$ cat src/rtl/fetch_pc_unit_if.sv
// Bus bundle between the fetch unit and its neighbours: the PC incrementer,
// instruction memory, decode and the execute-stage redirect.
interface fetch_pc_unit_if #(
    parameter int WIDTH = 16
);
    logic [WIDTH-1:0] pc;
    logic [WIDTH-1:0] pc_inc;
    logic             imem_req;
    logic [WIDTH-1:0] imem_addr;
    logic             imem_ack;
    logic [WIDTH-1:0] imem_rdata;
    logic             instr_valid;
    logic             instr_ready;
    logic [WIDTH-1:0] instr;
    logic [WIDTH-1:0] instr_pc;
    logic             redirect_valid;
    logic [WIDTH-1:0] redirect_addr;

    // Fetch unit side.
    modport master (
        output pc,
        input  pc_inc,
        output imem_req,
        output imem_addr,
        input  imem_ack,
        input  imem_rdata,
        output instr_valid,
        input  instr_ready,
        output instr,
        output instr_pc,
        input  redirect_valid,
        input  redirect_addr
    );

    // Environment side (adder, memory, decode, execute).
    modport slave (
        input  pc,
        output pc_inc,
        input  imem_req,
        input  imem_addr,
        output imem_ack,
        output imem_rdata,
        input  instr_valid,
        output instr_ready,
        input  instr,
        input  instr_pc,
        output redirect_valid,
        output redirect_addr
    );
endinterface

$ cat src/rtl/fetch_pc_unit.sv
// Program counter and instruction-fetch sequencer.
//
//   state | meaning
//   ------+---------------------------------------------------------------
//   IDLE  | one-cycle gap; launches a request at the (possibly redirected) PC
//   REQ   | request outstanding, address held until imem_ack
//   HOLD  | fetched instruction presented to decode until accepted/squashed
//
// A redirect that arrives while a request is in flight cannot cancel the
// memory access, so it sets kill and the returning data is thrown away.
// All outputs come straight from registers.
module fetch_pc_unit #(
    parameter int               WIDTH        = 16,
    parameter logic [WIDTH-1:0] RESET_VECTOR = '0
) (
    input  logic            clk,
    input  logic            rst_n,
    fetch_pc_unit_if.master bus
);

    typedef enum logic [1:0] {
        IDLE = 2'd0,
        REQ  = 2'd1,
        HOLD = 2'd2
    } state_t;

    state_t           state_q, state_d;
    logic [WIDTH-1:0] pc_q, pc_d;
    logic [WIDTH-1:0] addr_q, addr_d;
    logic             req_q, req_d;
    logic             valid_q, valid_d;
    logic [WIDTH-1:0] instr_q, instr_d;
    logic [WIDTH-1:0] ipc_q, ipc_d;
    logic             kill_q, kill_d;

    assign bus.pc          = pc_q;
    assign bus.imem_req    = req_q;
    assign bus.imem_addr   = addr_q;
    assign bus.instr_valid = valid_q;
    assign bus.instr       = instr_q;
    assign bus.instr_pc    = ipc_q;

    // State and datapath registers; reset drops any outstanding request at once.
    always_ff @(posedge clk or negedge rst_n) begin
        if (!rst_n) begin
            state_q <= IDLE;
            pc_q    <= RESET_VECTOR;
            addr_q  <= '0;
            req_q   <= 1'b0;
            valid_q <= 1'b0;
            instr_q <= '0;
            ipc_q   <= '0;
            kill_q  <= 1'b0;
        end else begin
            state_q <= state_d;
            pc_q    <= pc_d;
            addr_q  <= addr_d;
            req_q   <= req_d;
            valid_q <= valid_d;
            instr_q <= instr_d;
            ipc_q   <= ipc_d;
            kill_q  <= kill_d;
        end
    end

    // Next-state and next-register values; redirect always wins over increment.
    always_comb begin
        state_d = state_q;
        pc_d    = pc_q;
        addr_d  = addr_q;
        req_d   = req_q;
        valid_d = valid_q;
        instr_d = instr_q;
        ipc_d   = ipc_q;
        kill_d  = kill_q;

        case (state_q)
            IDLE: begin
                valid_d = 1'b0;
                req_d   = 1'b1;
                state_d = REQ;
                if (bus.redirect_valid) begin
                    pc_d   = bus.redirect_addr;
                    addr_d = bus.redirect_addr;
                end else begin
                    addr_d = pc_q;
                end
            end

            REQ: begin
                if (bus.imem_ack) begin
                    req_d = 1'b0;
                    if (kill_q || bus.redirect_valid) begin
                        // Stale data: drop it and restart from the target.
                        kill_d  = 1'b0;
                        state_d = IDLE;
                        if (bus.redirect_valid) begin
                            pc_d = bus.redirect_addr;
                        end
                    end else begin
                        instr_d = bus.imem_rdata;
                        ipc_d   = addr_q;
                        pc_d    = bus.pc_inc;
                        valid_d = 1'b1;
                        state_d = HOLD;
                    end
                end else if (bus.redirect_valid) begin
                    pc_d   = bus.redirect_addr;
                    kill_d = 1'b1;
                end
            end

            HOLD: begin
                if (bus.redirect_valid) begin
                    valid_d = 1'b0;
                    pc_d    = bus.redirect_addr;
                    addr_d  = bus.redirect_addr;
                    req_d   = 1'b1;
                    state_d = REQ;
                end else if (bus.instr_ready) begin
                    valid_d = 1'b0;
                    addr_d  = pc_q;
                    req_d   = 1'b1;
                    state_d = REQ;
                end
            end

            default: begin
                state_d = IDLE;
            end
        endcase
    end

endmodule
$ cat src/flat_wrapper.sv
// flat-port wrapper written by rule: the top's interface ports become plain ports
module fetch_pc_unit_flat 
#(
    parameter int               WIDTH        = 16,
    parameter logic [WIDTH-1:0] RESET_VECTOR = '0
)
  (clk, rst_n, bus_pc, bus_pc_inc, bus_imem_req, bus_imem_addr, bus_imem_ack, bus_imem_rdata, bus_instr_valid, bus_instr_ready, bus_instr, bus_instr_pc, bus_redirect_valid, bus_redirect_addr);
  fetch_pc_unit_if #(.WIDTH(WIDTH)) bus_i ();
  input  logic clk;
  input  logic rst_n;
  output wire logic [$bits(bus_i.pc)-1:0] bus_pc;
  input wire logic [$bits(bus_i.pc_inc)-1:0] bus_pc_inc;
  output wire logic [$bits(bus_i.imem_req)-1:0] bus_imem_req;
  output wire logic [$bits(bus_i.imem_addr)-1:0] bus_imem_addr;
  input wire logic [$bits(bus_i.imem_ack)-1:0] bus_imem_ack;
  input wire logic [$bits(bus_i.imem_rdata)-1:0] bus_imem_rdata;
  output wire logic [$bits(bus_i.instr_valid)-1:0] bus_instr_valid;
  input wire logic [$bits(bus_i.instr_ready)-1:0] bus_instr_ready;
  output wire logic [$bits(bus_i.instr)-1:0] bus_instr;
  output wire logic [$bits(bus_i.instr_pc)-1:0] bus_instr_pc;
  input wire logic [$bits(bus_i.redirect_valid)-1:0] bus_redirect_valid;
  input wire logic [$bits(bus_i.redirect_addr)-1:0] bus_redirect_addr;
  assign bus_pc = bus_i.pc;
  assign bus_i.pc_inc = bus_pc_inc;
  assign bus_imem_req = bus_i.imem_req;
  assign bus_imem_addr = bus_i.imem_addr;
  assign bus_i.imem_ack = bus_imem_ack;
  assign bus_i.imem_rdata = bus_imem_rdata;
  assign bus_instr_valid = bus_i.instr_valid;
  assign bus_i.instr_ready = bus_instr_ready;
  assign bus_instr = bus_i.instr;
  assign bus_instr_pc = bus_i.instr_pc;
  assign bus_i.redirect_valid = bus_redirect_valid;
  assign bus_i.redirect_addr = bus_redirect_addr;
  fetch_pc_unit #(.WIDTH(WIDTH), .RESET_VECTOR(RESET_VECTOR)) u_core (.clk(clk), .rst_n(rst_n), .bus(bus_i));
endmodule
$ cat config.mk
export PLATFORM = sky130hd
export DESIGN_NAME = fetch_pc_unit_flat
export DESIGN_NICKNAME = d
export VERILOG_FILES = /design/src/rtl/fetch_pc_unit_if.sv /design/src/rtl/fetch_pc_unit.sv /design/src/flat_wrapper.sv
export SDC_FILE = /design/constraint.sdc
export NUM_CORES = 1
export LEC_CHECK = 0
export BUFFER_PORTS_ARGS = -buffer_cell sky130_fd_sc_hd__buf_4
export CORE_ASPECT_RATIO = 0.6
export CORE_UTILIZATION = 52
export DETAILED_ROUTE_END_ITERATION = 12
export GPL_TIMING_DRIVEN = 0
export MAX_ROUTING_LAYER = met4
export PLACE_DENSITY = 0.9
export SYNTH_ARGS = -nofsm -noshare
export SYNTH_HDL_FRONTEND = slang
export SYNTH_SLANG_ARGS = --single-unit
$ cat constraint.sdc
create_clock -name clk -period 3.32 [get_ports clk]
set_clock_uncertainty 0.2 [all_clocks]
set_input_delay 0.332 -clock clk [delete_from_list [all_inputs] [get_ports clk]]
set_output_delay 0.332 -clock clk [all_outputs]
set_load 0.05 [all_outputs]
==> metrics.txt, run 1 <==
fin nets 416; fill count 342; core region area 5255 sq um; count of cell types in the netlist 23; CP Capture Point u_core.bus.imem_addr[13]$_DFFE_PN0P_; ranking of synthesized cells by area dfrtp_1, mux2_2, a221o_1; CP max stage delay 0.43 ns; Post-Route WL 7.394 mm; pre-CTS setup slack 1.327 ns; CTS Buf Count 9; crit path capture type flip-flop; Slew Viols, Final 0; routed vias/inst 5.424; # IOs 119; clock sink total 69; n_diodes 0; P_int 0.002473 W; worst hold slack 0.02243 ns; R2R cell count 4; Seq/Total Area, Yosys 0.5877; Avg Inst Size Synth 12.61 sq um; period utilization 0.6027; Reg power frac 0.309; detailed placer's ending HPWL 5.336 mm; DRT antenna net count 0; type of the most critical hold path input pin to flip-flop; CTS tree done; # DRC 0; DRT Pass-1 Iters 5; R2R setup slack 1.32 ns; Area growth, synth to finish 39.65%; Tightest Pin Transition 0.8520 ns; height of the chip 60.22 microns; initial antenna violation count 0; Clock Path Buffers 2; CTS root buffer clkbuf_8; net load switching power 0.002295 W; Synth Net Count 286; post-CTS sizing 0; Post-Syn Instances 233; Synth area leader dfrtp_1; Starting Density 0.5590; Critical R2R Launch u_core.state_q[1]$_DFFE_PN0P_; non-filler cells, final 432; postcts setup bufs 0; Via Count 2343; Ys Warns 0; CP Max Fanout 10; final hold vios 0; Synth top area share 0.5877; Min Clock Period, post-route 2.001 ns; run status finished, final reports clean; cell area after synthesis 2938 sq um; worst r2r dst u_core.bus.imem_addr[13]$_DFFE_PN0P_; Max VDD drop 692.6 uV; gp weighted congestion 0.8653; global-route wire length before repair 11.52 mm; gr ovfl total 0; Iter 0 DRT Violations 125; Critical Path Start u_core.state_q[1]$_DFFE_PN0P_; num rows 20; PortBufs 117; crit path cell chain nor3b_2, nor2_2, buf_4, mux2_2; Worst-Skew Late Latency 0.34 ns; Final Setup Violations 0; largest net degree at the start of global routing 70; power per cell area 1162 nW/um^2; switching share of power 0.4813; combinational cell fraction of total power 0.558; dpl cells 416; critical path arrival 2.02 ns; P_leak 2.064 nW; die area 5964 sq um; CTS clock-pin slew for the worst setup and hold paths 0.07 ns; GR Util All Layers 0.2791; vias in the first global route 2303; final worst slack 1.319 ns; die width 99.04 microns; RSZ-0062 raised after global routing no; slowest cell on the critical path dfrtp_1; startpoint type of the worst setup path flip-flop; Synth Register Bits 69; layout cells sized above 1 0.5301; Req. time, crit path 3.34 ns; hold path start bus_pc_inc[10]; setup tns final 0 ns; # Max-Cap Violations 0; Slew HR 0.4320; Setup CP Type flip-flop to flip-flop; clock power share 0.132; fmax 0.4997 GHz; WL/cell 17.12 microns; H-tree depth 3
per-stage QoR:
step / instance area, sq um / power [W] / util
final: 4103 / 0.004769 / 0.7807
after global routing: 4103 / 0.004982 / 0.7807
after CTS: 4093 / 0.004796 / 0.7788
after detailed placement: 3899 / 0.004156 / 0.7419
after global placement: 3899 / 0.004084 / 0.7419
after floorplan: 2938 / 0.003302 / -
worst min-delay path by stage:
stage,to,slack (ns),cells after the start
6_report,u_core.bus.pc[10]$_DFFE_PN0P_,0.02,2
5_1_grt,u_core.bus.instr[6]$_DFFE_PN0P_,0.005,2
4_1_cts,u_core.bus.pc[13]$_DFFE_PN0P_,0.005,2
3_5_place_dp,u_core.bus.instr[14]$_DFFE_PN0P_,0.29,1
3_3_place_gp,u_core.bus.instr[0]$_DFFE_PN0P_,0.29,1
2_1_floorplan,u_core.bus.imem_addr[0]$_DFFE_PN0P_,-0.16,0
layer usage:
metal	global-route usage	wire length [microns]	vias up	share of wire
li1	-	-	1066	-
met1	0.3505	3261	1155	0.44
met3	0.09708	563	8	0.076
met5	-	0	-	0
met2	0.4326	3485	114	0.47
met4	0.08529	82	0	0.011
final cells by class:
cell class	count	area, sq um	share of cell area
timing repair buffer	119	898.4	0.2190
multi-input combinational	131	1039	0.2531
sequential	69	1727	0.4209
buffer	14	101.3	0.02470
inverter	19	71.32	0.01738
tap	66	82.58	0.02013
clock inverter	1	5.005	0.001220
clock buffer	13	178.9	0.04361
what timing repair did:
action                                  in CTS  in global routing
hold buffers                                 1                  1
hold endpoints to repair                    69                  1
endpoints found under the setup margin       0                  0
worst max-delay path, delay by kind of cell (launching register included):
family	cells	cell delay (ns)
buffers and inverters	1	0.30
DFF	1	0.43
muxes	1	0.36
and+or+nand+nor	2	0.60
sequential cells by signal, summed over array words and instances, names as in the netlist:
| signal | cells |
|---|---|
| u_core.bus.instr_pc | 16 |
| u_core.bus.imem_req | 1 |
| u_core.bus.pc | 16 |
| u_core.kill_q | 1 |
| u_core.bus.instr_valid | 1 |
| u_core.bus.imem_addr | 16 |
| u_core.state_q | 2 |
| u_core.bus.instr | 16 |
Yosys cell counts:
cell	n
o21ai_0	17
and2_1	1
buf_2	3
clkbuf_1	4
nor2_2	1
buf_6	5
buf_4	2
a22oi_1	1
nand2b_1	1
inv_1	19
nor3b_2	1
o21bai_4	1
nor2_1	20
mux2_2	48
nor3b_1	1
and2_4	1
nand2_1	16
dfrtp_1	69
a31o_2	1
a221o_1	16
and3b_1	2
a21oi_1	1
a31oi_1	2
placed cells by master (no fill, tap or decap), types with 2 or more instances in the layout:
| cell type | n |
|---|---|
| buf_4 | 119 |
| dfrtp_1 | 69 |
| mux2_2 | 48 |
| nor2_1 | 20 |
| inv_1 | 19 |
| o21ai_0 | 17 |
| nand2_1 | 16 |
| a221o_1 | 16 |
| clkbuf_8 | 13 |
| buf_6 | 5 |
| clkbuf_1 | 4 |
| buf_2 | 3 |
| and3b_1 | 2 |
| a31oi_1 | 2 |
| dlygate4sd3_1 | 2 |
cells by family after synthesis:
kind of cell / Yosys count / share of synthesized area
muxes: 48 / 0.1840
AOI/OAI and AO/OA: 39 / 0.1014
buffers and inverters: 33 / 0.05877
and+or+nand+nor: 44 / 0.06815
DFF: 69 / 0.5877
power groups by stage:
| stage | clock network, W | registers (W) | logic, W |
|---|---|---|---|
| CTS | 0.000647 | 0.00147 | 0.00267 |
| global route | 0.000683 | 0.00152 | 0.00278 |
| detailed placement | 0 | 0.00148 | 0.00267 |
| finish | 0.000631 | 0.00148 | 0.00266 |
| global placement | 0 | 0.00145 | 0.00263 |
| floorplan | 0 | 0.00269 | 0.000611 |
Power figures use the tool's default switching activity.
==> run 2, diff against run 1 <==
--- a/config.mk
+++ b/config.mk
@@ -7,11 +7,11 @@
 export LEC_CHECK = 0
 export BUFFER_PORTS_ARGS = -buffer_cell sky130_fd_sc_hd__buf_4
 export CORE_ASPECT_RATIO = 0.6
-export CORE_UTILIZATION = 52
+export CORE_UTILIZATION = 48
 export DETAILED_ROUTE_END_ITERATION = 12
 export GPL_TIMING_DRIVEN = 0
 export MAX_ROUTING_LAYER = met4
-export PLACE_DENSITY = 0.9
+export PLACE_DENSITY = 0.85
 export SYNTH_ARGS = -nofsm -noshare
 export SYNTH_HDL_FRONTEND = slang
 export SYNTH_SLANG_ARGS = --single-unit
==> constraint.sdc (replaced) <==
create_clock -name clk -period 2.1 [get_ports clk]
set_clock_uncertainty 0.2 [all_clocks]
set_input_delay 0.21 -clock clk [delete_from_list [all_inputs] [get_ports clk]]
set_output_delay 0.21 -clock clk [all_outputs]
set_load 0.05 [all_outputs]
==> run 2 against run 1 <==
Against the previous run:
- cell count grew 11%
- largest cell class unchanged
- die area increased by 8.1%
- critical path type unchanged
- routed wire length rose by 13%
- global-route usage up 0.88 points
- final area rose by 9.2%
- critical path depth unchanged
- maximum frequency about the same
- clock power increased by 90%
- non-clock buffer count grew 32
- register-to-register slack worse by 1.2 ns
- via count up 5.9%
==> metrics.txt, run 2 (same netlist as run 1, synthesis figures left out) <==
fmax 0.5000 GHz (about the same); PortBufs 117 (unchanged); type of the most critical hold path input pin to flip-flop; net load switching power 0.003758 W (+64%); routed vias/inst 5.169 (-4.7%); # IOs 119 (unchanged); CP Max Fanout 10 (unchanged); dpl cells 430 (+3.4%); vias in the first global route 2631 (+14%); most frequent cells in the layout buf_4, dfrtp_1, mux2_2; Via Count 2481 (+5.9%); worst r2r dst u_core.bus.imem_addr[14]$_DFFE_PN0P_; initial antenna violation count 0 (unchanged); # Max-Cap Violations 0 (unchanged); commonest non-fill, non-tap cell in the layout buf_4; Worst-Skew Late Latency 0.34 ns (about the same); gr ovfl total 0 (unchanged); crit path capture type flip-flop; clock power share 0.154 (+0.022); global-route wire length before repair 13.22 mm (+15%); detailed placer's ending HPWL 5.473 mm (+2.6%); clock sink total 69 (unchanged); Req. time, crit path 2.12 ns (-1.22 ns); layout cells sized above 1 0.4900 (-0.04005); die width 103 microns (+4.0%); CTS tree done; hold path start bus_instr_ready; combinational cell fraction of total power 0.547 (-0.011); switching share of power 0.4797 (-0.001611); Starting Density 0.5129 (-0.04616); Slew HR 0.4223 (-0.009703); core region area 5728 sq um (+9.0%); # DRC 0 (unchanged); die area 6448 sq um (+8.1%); R2R setup slack 0.1 ns (-1.22 ns); setup tns final 0 ns (unchanged); Min Clock Period, post-route 2.000 ns (-0.0009093 ns); final hold vios 0 (unchanged); Final Power 0.007834 W (+64%); period utilization 0.9525 (+0.3497); Clock Path Buffers 2 (unchanged); fin area 4479 sq um (+9.2%); Post-DP Area 3916 sq um (+0.45%); Area growth, synth to finish 52.47%; Critical R2R Launch u_core.state_q[1]$_DFFE_PN0P_; P_int 0.004076 W (+65%); DRT antenna net count 0 (unchanged); final core utilization 0.7820 (+0.001287); Post-Route WL 8.330 mm (+13%); CTS Buf Count 9 (unchanged); WL/cell 17.35 microns (+1.4%); CTS clock-pin slew for the worst setup and hold paths 0.07 ns (about the same); H-tree depth 3 (unchanged); DRT Pass-1 Iters 4 (-1); startpoint type of the worst setup path flip-flop; Reg power frac 0.299 (-0.010); GR Util All Layers 0.2879 (+0.008833); n_diodes 0 (unchanged); height of the chip 62.60 microns (+4.0%); R2R cell count 4 (unchanged); power per cell area 1749 nW/um^2 (+50%); non-filler cells, final 480 (+11%); run status finished, final reports clean; gp weighted congestion 0.8180 (-5.5%); Final Setup Violations 0 (unchanged); RSZ-0062 raised after global routing no; Slew Viols, Final 0 (unchanged); postcts setup bufs 0 (unchanged); CTS root buffer clkbuf_8; Iter 0 DRT Violations 152 (+22%); largest net degree at the start of global routing 70 (unchanged); Critical Path Start u_core.state_q[1]$_DFFE_PN0P_; Setup CP Type flip-flop to flip-flop; Max VDD drop 1037 uV (+50%); P_leak 2.199 nW (+6.5%); critical path arrival 2.02 ns (about the same); fin nets 448 (+7.7%); Tightest Pin Transition 0.8666 ns (+0.01456 ns); CP Capture Point u_core.bus.imem_addr[14]$_DFFE_PN0P_; num rows 21 (+5.0%)
[run 2: cell count changes in the layout (fill, tap and decap cells not counted)]
cell	delta
clkinv_2	-1
clkinvlp_4	+4
bufinv_16	+2
clkbuf_8	-4
inv_6	+1
dlygate4sd3_1	+32
[run 2: how the worst min path moves through the flow]
stage               cells past startpoint                             endpoint
floorplan                               0  u_core.bus.imem_addr[0]$_DFFE_PN0P_
global placement                        1  u_core.bus.instr_pc[14]$_DFFE_PN0P_
detailed placement                      1      u_core.bus.imem_req$_DFFE_PN0P_
CTS                                     4         u_core.bus.pc[6]$_DFFE_PN0P_
global route                            3      u_core.bus.imem_req$_DFFE_PN0P_
finish                                  4        u_core.state_q[1]$_DFFE_PN0P_
[run 2: per-stage QoR]
step                hold slack [ns]  worst slack, ns
floorplan                   -0.2856           0.3911
global placement             0.1743           0.1326
detailed placement           0.1715           0.1033
CTS                        0.001759          0.09839
global route                0.02504          0.03171
finish                      0.01596          0.09981
[run 2: critical path: stages (launching register included)]
cell and delay [ns]:
dfrtp_1 0.43, nor3b_2 0.19, nor2_2 0.39, buf_4 0.30
mux2_2 0.36
[run 2: final cells by class]
type	instances	area (sq um)
repair buffers	151	1219
flip-flops and latches	69	1727
multi-input cells	131	1039
well taps	80	100.1
inverters	19	71.32
plain buffers	14	101.3
fillers	370	1249
clock buffers	9	123.9
clock inverters	7	98.84
[run 2: repair_timing]
item | CTS | global route
endpoints found under the hold margin | 101 | 0
hold buffers | 34 | 0
endpoints found under the setup margin | 0 | 0
resized for setup | 0 | 0
[run 2: power by group through the flow]
stage          registers, W  logic [W]  clock network (W)
6_report            0.00234    0.00429            0.00120
5_1_grt             0.00241    0.00446            0.00127
4_1_cts             0.00233    0.00429            0.00122
3_5_place_dp        0.00235    0.00423                  0
3_3_place_gp        0.00230    0.00416                  0
2_1_floorplan       0.00426   0.000965                  0
[run 2: metal layers]
metal  track usage  vias to the layer above  part of all wire
met3       0.07830                       12             0.067
met4       0.07923                        0             0.010
met5             -                        -                 0
met2        0.4608                      105              0.48
met1        0.3615                     1225              0.44
li1              -                     1139                 -
==> run 3, diff against run 2 <==
--- a/config.mk
+++ b/config.mk
@@ -6,7 +6,7 @@
 export NUM_CORES = 1
 export LEC_CHECK = 0
 export BUFFER_PORTS_ARGS = -buffer_cell sky130_fd_sc_hd__buf_4
-export CORE_ASPECT_RATIO = 0.6
+export CORE_ASPECT_RATIO = 0.9
 export CORE_UTILIZATION = 48
 export DETAILED_ROUTE_END_ITERATION = 12
 export GPL_TIMING_DRIVEN = 0
==> run 3 against run 2 <==
Against the previous run:
- the flow now finishes with violations (design-rule violations)
- core utilization down 1.6 points
- power down 1.5%
- non-clock buffer count unchanged
- critical path type unchanged
- critical endpoint is now u_core.bus.imem_addr[13]$_DFFE_PN0P_
- largest cell class unchanged
- highest routed layer unchanged
==> metrics.txt, run 3 (same netlist as run 1, synthesis figures left out) <==
run status complete, but fails checks; failing checks design-rule violations; global-route wire length before repair 13.38 mm (+1.2%); routed vias/inst 5.321 (+3.0%); postcts setup bufs 0 (unchanged); CP Max Fanout 10 (unchanged); worst hold slack 0.01900 ns (+0.003045 ns); non-filler cells, final 470 (-2.1%); gp weighted congestion 0.7999 (-2.2%); Tightest Pin Transition 0.8727 ns (+0.006178 ns); Post-Route WL 8.393 mm (+0.76%); Setup CP Type flip-flop to flip-flop; Max VDD drop 1134 uV (+9.3%); num rows 26 (+24%); setup tns final 0 ns (unchanged); power per cell area 1740 nW/um^2 (-0.51%); Via Count 2501 (+0.81%); DRT Pass-1 Iters 8 (+4); Final Setup Violations 0 (unchanged); vias in the first global route 2768 (+5.2%); final hold vios 0 (unchanged); Critical R2R Launch u_core.state_q[1]$_DFFE_PN0P_; Clock Path Buffers 2 (unchanged); Worst-Skew Late Latency 0.34 ns (about the same); Req. time, crit path 2.13 ns (about the same); layout cells sized above 1 0.4875 (-0.002500); PortBufs 117 (unchanged); type of the most critical hold path input pin to flip-flop; critical path arrival 2.06 ns (+0.04 ns); die width 84.47 microns (-18%); Iter 0 DRT Violations 117 (-23%); P_leak 2.203 nW (+0.22%); crit path capture type flip-flop; fin nets 448 (unchanged); most frequent cells in the layout buf_4, dfrtp_1, mux2_2; DRT antenna net count 0 (unchanged); R2R cell count 4 (unchanged); Starting Density 0.5073 (-0.005541); initial antenna violation count 0 (unchanged); CTS clock-pin slew for the worst setup and hold paths 0.07 ns (about the same); H-tree depth 3 (unchanged); CTS root buffer clkbuf_8; Worst Hold Path Cells 4 (unchanged); final worst slack 0.06601 ns (-0.03380 ns); Final Power 0.007718 W (-1.5%); Slew Viols, Final 0 (unchanged); detailed placer's ending HPWL 5.399 mm (-1.4%); n_diodes 0 (unchanged); commonest non-fill, non-tap cell in the layout buf_4; Slew HR 0.4182 (-0.004119); WL/cell 17.86 microns (+2.9%); core region area 5791 sq um (+1.1%); R2R setup slack 0.07 ns (-0.03 ns); height of the chip 76.22 microns (+22%); fmax 0.4916 GHz (-1.7%); startpoint type of the worst setup path flip-flop; pre-CTS setup slack 0.1040 ns (+0.0006420 ns); # IOs 119 (unchanged); largest net degree at the start of global routing 70 (unchanged); # Max-Cap Violations 0 (unchanged); dpl cells 420 (-2.3%); clock sink total 69 (unchanged); RSZ-0062 raised after global routing no; CTS tree done; Endpoint, Worst Hold u_core.bus.pc[5]$_DFFE_PN0P_; GR Util All Layers 0.2805 (-0.007431); hold path start bus_redirect_addr[5]; CTS Buf Count 9 (unchanged); # DRC 8 (+8); Min Clock Period, post-route 2.034 ns (+0.03380 ns); die area 6438 sq um (-0.15%); worst r2r dst u_core.bus.imem_addr[13]$_DFFE_PN0P_; period utilization 0.9686 (+0.01610); Area growth, synth to finish 50.98%; gr ovfl total 0 (unchanged)
run 3: cell count changes in the layout (fill, tap and decap cells not counted):
cell,previous run,this run
clkinvlp_4,4,0
clkinv_2,0,4
clkbuf_8,9,10
clkbuf_1,4,5
bufinv_16,2,1
inv_6,1,0
run 3: what timing repair did:
| item | in CTS | in global routing |
|---|---|---|
| hold endpoints to repair | 102 | 0 |
| setup endpoints to repair | 0 | 0 |
| hold buffers | 34 | 0 |
| gates resized for setup | 0 | 0 |
run 3: where the power goes:
part	internal, W	leakage (nW)	switching, W	total, W
registers	0.00192	0.840	0.000414	0.00234
logic	0.00148	1.26	0.00283	0.00431
clock network	0.000573	0.103	0.000497	0.00107
total	0.00398	2.20	0.00374	0.00772
run 3: worst max path at each step:
stage                                       start                              endpoint  slack [ns]  depth (start not counted)
floorplan           u_core.state_q[0]$_DFFE_PN0P_         u_core.bus.pc[10]$_DFFE_PN0P_        0.39                          6
global placement    u_core.state_q[1]$_DFFE_PN0P_  u_core.bus.imem_addr[11]$_DFFE_PN0P_        0.14                          4
detailed placement  u_core.state_q[1]$_DFFE_PN0P_   u_core.bus.imem_addr[7]$_DFFE_PN0P_        0.10                          4
CTS                 u_core.state_q[1]$_DFFE_PN0P_  u_core.bus.imem_addr[13]$_DFFE_PN0P_        0.08                          4
global route        u_core.state_q[1]$_DFFE_PN0P_  u_core.bus.imem_addr[12]$_DFFE_PN0P_        0.01                          4
finish              u_core.state_q[1]$_DFFE_PN0P_  u_core.bus.imem_addr[13]$_DFFE_PN0P_        0.07                          4
run 3: area by class of cell:
class                      instances  area (sq um)
buffer                            14         101.3
clock buffer                      11         141.4
clock inverter                     5         50.05
fill                             369          1355
inverter                          19         71.32
multi-input combinational        131          1039
sequential                        69          1727
tap                               70         87.58
timing repair buffer             151          1219
run 3: per-layer routing:
layer | vias to the layer above | track usage | routed length (microns)
met4 | 0 | 0.1254 | 244
li1 | 1135 | - | -
met5 | - | - | 0
met1 | 1226 | 0.3137 | 3220
met2 | 116 | 0.4787 | 4445
met3 | 24 | 0.06826 | 484
run 3: through the flow:
step	util	cell area [sq um]
floorplan	-	2938
global placement	0.6742	3904
detailed placement	0.6742	3904
CTS	0.7660	4436
global route	0.7660	4436
finish	0.7660	4436
run 3: critical path, stage by stage, from the launching register on:
cell     delay (ns)
dfrtp_1        0.44
nor3b_2        0.19
nor2_2         0.42
buf_4          0.30
mux2_2         0.36
